===== src/rtl/dmem_arbiter.sv =====
// Round-robin arbiter sharing one synchronous data memory between core (0) and debug/loader (1) ports.
// Response two cycles after acceptance; ready is combinational, responses cannot be stalled.
module dmem_arbiter #(
  parameter int ADDR_W    = 32,
  parameter int DATA_W    = 32,
  parameter int MAX_BURST = 8
) (
  input  logic                clk,
  input  logic                reset,
  input  logic                req0_valid,
  output logic                req0_ready,
  input  logic                req0_we,
  input  logic                req0_lock,
  input  logic [ADDR_W-1:0]   req0_addr,
  input  logic [DATA_W-1:0]   req0_wdata,
  input  logic [DATA_W/8-1:0] req0_be,
  output logic                rsp0_valid,
  output logic [DATA_W-1:0]   rsp0_rdata,
  input  logic                req1_valid,
  output logic                req1_ready,
  input  logic                req1_we,
  input  logic                req1_lock,
  input  logic [ADDR_W-1:0]   req1_addr,
  input  logic [DATA_W-1:0]   req1_wdata,
  input  logic [DATA_W/8-1:0] req1_be,
  output logic                rsp1_valid,
  output logic [DATA_W-1:0]   rsp1_rdata,
  output logic                mem_en,
  output logic                mem_we,
  output logic [ADDR_W-1:0]   mem_addr,
  output logic [DATA_W-1:0]   mem_wdata,
  output logic [DATA_W/8-1:0] mem_be,
  input  logic [DATA_W-1:0]   mem_rdata
);

  localparam int BW = $clog2(MAX_BURST + 1);

  typedef enum logic [1:0] {IDLE, OWN0, OWN1} state_t;

  typedef struct packed {
    logic                id;
    logic                we;
    logic [ADDR_W-1:0]   addr;
    logic [DATA_W-1:0]   wdata;
    logic [DATA_W/8-1:0] be;
  } hdr_t;

  state_t        state;
  logic          last_grant;
  logic [BW-1:0] burst_cnt;
  logic [BW-1:0] burst_nxt;
  logic          gnt0, gnt1;
  logic          acc, acc_lock;
  hdr_t          acc_hdr;
  logic          s1_vld;
  hdr_t          s1;
  logic          s2_vld, s2_id, s2_we;

  always_comb begin
    gnt0 = 1'b0;
    gnt1 = 1'b0;
    unique case (state)
      OWN0: gnt0 = req0_valid;
      OWN1: gnt1 = req1_valid;
      default: begin
        // last_grant names the previous winner; the other side wins a tie
        if (req0_valid && req1_valid) begin
          gnt0 = last_grant;
          gnt1 = !last_grant;
        end else begin
          gnt0 = req0_valid;
          gnt1 = req1_valid;
        end
      end
    endcase
  end

  assign req0_ready = gnt0 & reset;
  assign req1_ready = gnt1 & reset;
  assign acc        = gnt0 | gnt1;
  assign acc_lock   = gnt1 ? req1_lock : req0_lock;
  assign burst_nxt  = burst_cnt + BW'(1);

  always_comb begin
    acc_hdr = gnt1 ? '{id: 1'b1, we: req1_we, addr: req1_addr, wdata: req1_wdata, be: req1_be}
                   : '{id: 1'b0, we: req0_we, addr: req0_addr, wdata: req0_wdata, be: req0_be};
  end

  always_ff @(posedge clk or negedge reset) begin
    if (!reset) begin
      state      <= IDLE;
      last_grant <= 1'b1;
      burst_cnt  <= '0;
      s1_vld     <= 1'b0;
      s1         <= '0;
      s2_vld     <= 1'b0;
      s2_id      <= 1'b0;
      s2_we      <= 1'b0;
    end else begin
      s1_vld <= acc;
      if (acc) s1 <= acc_hdr;
      s2_vld <= s1_vld;
      s2_id  <= s1.id;
      s2_we  <= s1.we;
      if (acc) begin
        last_grant <= acc_hdr.id;
        if (state == IDLE) begin
          // a one-grant burst limit means a lock can never take effect
          if (acc_lock && MAX_BURST > 1) begin
            state     <= acc_hdr.id ? OWN1 : OWN0;
            burst_cnt <= BW'(1);
          end
        end else if (!acc_lock || burst_nxt == BW'(MAX_BURST)) begin
          state     <= IDLE;
          burst_cnt <= '0;
        end else begin
          burst_cnt <= burst_nxt;
        end
      end
    end
  end

  assign mem_en    = s1_vld;
  assign mem_we    = s1_vld & s1.we;
  assign mem_addr  = s1.addr;
  assign mem_wdata = s1.wdata;
  assign mem_be    = s1.be;

  assign rsp0_valid = s2_vld & ~s2_id;
  assign rsp1_valid = s2_vld & s2_id;
  assign rsp0_rdata = (rsp0_valid && !s2_we) ? mem_rdata : '0;
  assign rsp1_rdata = (rsp1_valid && !s2_we) ? mem_rdata : '0;

endmodule


===== config.mk =====
export PLATFORM = sky130hd
export DESIGN_NAME = dmem_arbiter
export DESIGN_NICKNAME = d
export VERILOG_FILES = /design/src/rtl/dmem_arbiter.sv
export SDC_FILE = /design/constraint.sdc
export NUM_CORES = 1
export LEC_CHECK = 0
export ABC_CLOCK_PERIOD_IN_PS = 5700
export CAP_MARGIN = 20
export CORE_AREA = 2 2 120 122
export CTS_BUF_LIST = sky130_fd_sc_hd__clkbuf_8 sky130_fd_sc_hd__clkbuf_16
export DETAILED_ROUTE_END_ITERATION = 7
export DIE_AREA = 0 0 122 124
export HOLD_SLACK_MARGIN = 0.03
export PLACE_DENSITY = 0.78
export SLEW_MARGIN = 15
export SYNTH_ARGS = -nofsm -noshare
export SYNTH_HDL_FRONTEND = slang
export SYNTH_SLANG_ARGS = --single-unit

===== constraint.sdc =====
create_clock -name clk -period 5.7 [get_ports clk]
set_input_delay 0.855 -clock clk [delete_from_list [all_inputs] [get_ports clk]]
set_output_delay 0.855 -clock clk [all_outputs]
set_load 0.01 [all_outputs]

==> flow_metrics.tcl <==
set metrics [dict create \
    status "completed" \
    drt-total-wl_mm 15.1 \
    clock.fmax_mhz 272 \
    cp.arrival_ns 2.83 \
    synth_ff_type "dfrtp_1" \
    endpoint_kind "output port" \
    gp_congestion 0.843 \
    avgSynthCellArea_sq_um 9.58 \
    antenna_left 0 \
    layout-drive-gt1-share_pct 3.89 \
    die_w_um 122 \
    fin_hold_ws_ns 0.309 \
    io_buffer_count 313 \
    ctsHoldBuffers 0 \
    reg2reg_from "state[0]" \
    fp-row-count 43 \
    overflow 0 \
    relSlewSlack_pct 38.9 \
    coreArea_sq_mm 0.0137 \
    ios 314 \
    post-route-min-period_ns 3.68 \
    fin_area_sq_mm 0.00785 \
    cts.sinks 81 \
    ir_worst_vdd_mv 0.359 \
    h-tree-depth 3 \
    path_class "input pin to output port" \
    synth_edf_count 0 \
    placed_area_sq_mm 0.00754 \
    regToRegSetupSlack_ns 2.80 \
    layout.nets 921 \
    cts_setup_buffers 0 \
    die_area_sq_mm 0.0151 \
    maxCapViolations 0 \
    reg2reg_to "mem_wdata[23]" \
    wl_per_cell_um 16.3 \
    post-route-period-util_pct 64.6 \
    yosysWarnings 0 \
    vias_per_cell 4.64 \
    hold_viol_final 0 \
    place_hpwl_mm 11.7 \
    synthesis.area_sq_mm 0.00486 \
    drtIter0Drc 134 \
    cp-start-kind "input pin" \
    start_util_pct 35.4 \
    die_h_um 124 \
    numCtsBuffers 9 \
    clock_skew_ns 0.00721 \
    cts_tree "built" \
    synthArstFlopShare_pct 100 \
    final_util_pct 57.2 \
    tns_ns 0 \
    drv_slew 0 \
    synthCells 507 \
    route.detailed.drc 0 \
    clk_latency_ns 0.34 \
    min_path_type "input pin to async pin" \
    area_delta_synth_final_pct 61.6 \
    p_per_area_mw_per_mm2 473 \
    synth-seq-cells 81 \
    clk_path_buf_depth 2 \
    leakagePower_nw 3.42 \
    grt_max_degree 95 \
    diodes 0 \
    rsz0062_at_grt "no" \
    first_global_vias 4254 \
    critPathMaxFanout 50 \
    r2r_cells 8 \
    synth_nets 688 \
    synth_cell_types 35 \
    fillers 1236 \
    vias 4295 \
    antenna_found_initial 0 \
    grt_pass1_wl_mm 21.8 \
    setup_violations 0 \
    clkTransAtPathRegs_ns 0.06 \
    dr.pass1.iters 4 \
    cts_root_buf "clkbuf_16" \
    tightest_slew_ns 0.916 \
    ys_seq_area_share_pct 41.7 \
    worstPathRequired_ns 4.85 \
    cts_resized 0 \
    grt.total_usage_pct 18.9 \
]
-- worst max-delay path by stage --
stage / from / endpoint / slack [ns] / cells after the start
after floorplan: req0_valid / req1_ready / 3.17 / 5
after global placement: req0_valid / req1_ready / 2.02 / 5
after detailed placement: req0_valid / req1_ready / 2.01 / 5
after CTS: req0_valid / req1_ready / 2.00 / 5
after global routing: req0_valid / req1_ready / 1.84 / 5
final: req0_valid / req1_ready / 2.02 / 5
-- synthesized netlist by cell type (2+ instances only) --
| master | instances | area, sq um |
|---|---|---|
| a21oi_1 | 70 | 350 |
| a31o_1 | 3 | 26.3 |
| and2_1 | 66 | 413 |
| buf_12 | 6 | 120 |
| buf_2 | 3 | 15.0 |
| buf_4 | 68 | 510 |
| clkbuf_1 | 18 | 67.6 |
| dfrtp_1 | 80 | 2000 |
| ha_1 | 5 | 62.6 |
| inv_1 | 6 | 22.5 |
| mux2i_1 | 69 | 691 |
| nand2_1 | 9 | 33.8 |
| nand2b_1 | 2 | 12.5 |
| nand3_1 | 3 | 15.0 |
| nor2_1 | 75 | 282 |
| nor2b_1 | 2 | 12.5 |
| nor3b_1 | 2 | 15.0 |
| o21ai_1 | 3 | 15.0 |
-- registers in the layout, summed over array words and instances, names as in the netlist, 2 cells and up --
| signal | count |
|---|---|
| burst_cnt | 4 |
| mem_addr | 32 |
| mem_be | 4 |
| mem_wdata | 32 |
| state | 2 |
| s1 | 2 |
-- layout make-up --
cell class	count	area, sq um	share of cell area [%]
clock buffer	11	253	3.22
clock inverter	5	31.3	0.398
multi-input combinational	322	2090	26.6
sequential	81	2030	25.8
inverter	7	26.3	0.335
tap	180	225	2.87
timing repair buffer	319	3200	40.7
-- critical path: stages --
cell	delay, ns
clkdlybuf4s50_1	0.51
nand3b_1	0.23
nand3_4	0.43
nor2_1	0.23
clkdlybuf4s50_1	0.58
-- cell families (layout without fill, tap and decap cells) --
kind of cell | Yosys count | count (layout) | share of synthesized area, %
flip-flops | 81 | 81 | 41.7
buffers and inverters | 104 | 342 | 15.8
multiplexers | 69 | 69 | 14.2
XOR/XNOR | 1 | 1 | 0.180
AO/OA/AOI/OAI | 85 | 85 | 10.2
adder cells (fa/ha/maj) | 5 | 5 | 1.29
AND/OR/NAND/NOR | 162 | 162 | 16.6
-- cell usage in the layout (no fill, tap or decap), types with 3 or more instances in the layout --
| master | n |
|---|---|
| a31o_1 | 3 |
| clkdlybuf4s50_1 | 312 |
| inv_1 | 7 |
| dfrtp_1 | 80 |
| buf_4 | 6 |
| o21ai_1 | 3 |
| a21oi_1 | 70 |
| clkbuf_16 | 9 |
| mux2i_1 | 69 |
| ha_1 | 5 |
| nor2_1 | 75 |
| and2_1 | 66 |
| clkinvlp_4 | 3 |
| nand2_1 | 9 |
-- power breakdown --
group          switching (mW)  internal (mW)
sequential              0.169          0.871
combinational           0.985           1.14
clock                   0.232          0.316
total                    1.39           2.33
-- layer usage --
metal	vias to the layer above	track usage, %	share of wire (%)
met1	2018	19.7	36
li1	2083	-	-
met5	-	0	0
met3	18	5.13	7.7
met4	0	7.33	2.0
met2	176	35.9	54
-- metrics by stage --
stage	total power [mW]	setup slack, ns	instances
2_1_floorplan	2.53	3.17	507
3_3_place_gp	3.12	2.02	908
3_5_place_dp	3.20	2.01	908
4_1_cts	3.76	2.00	924
5_1_grt	3.96	1.84	925
6_report	3.71	2.02	925
Note: power is estimated with default switching activity, not from simulation.
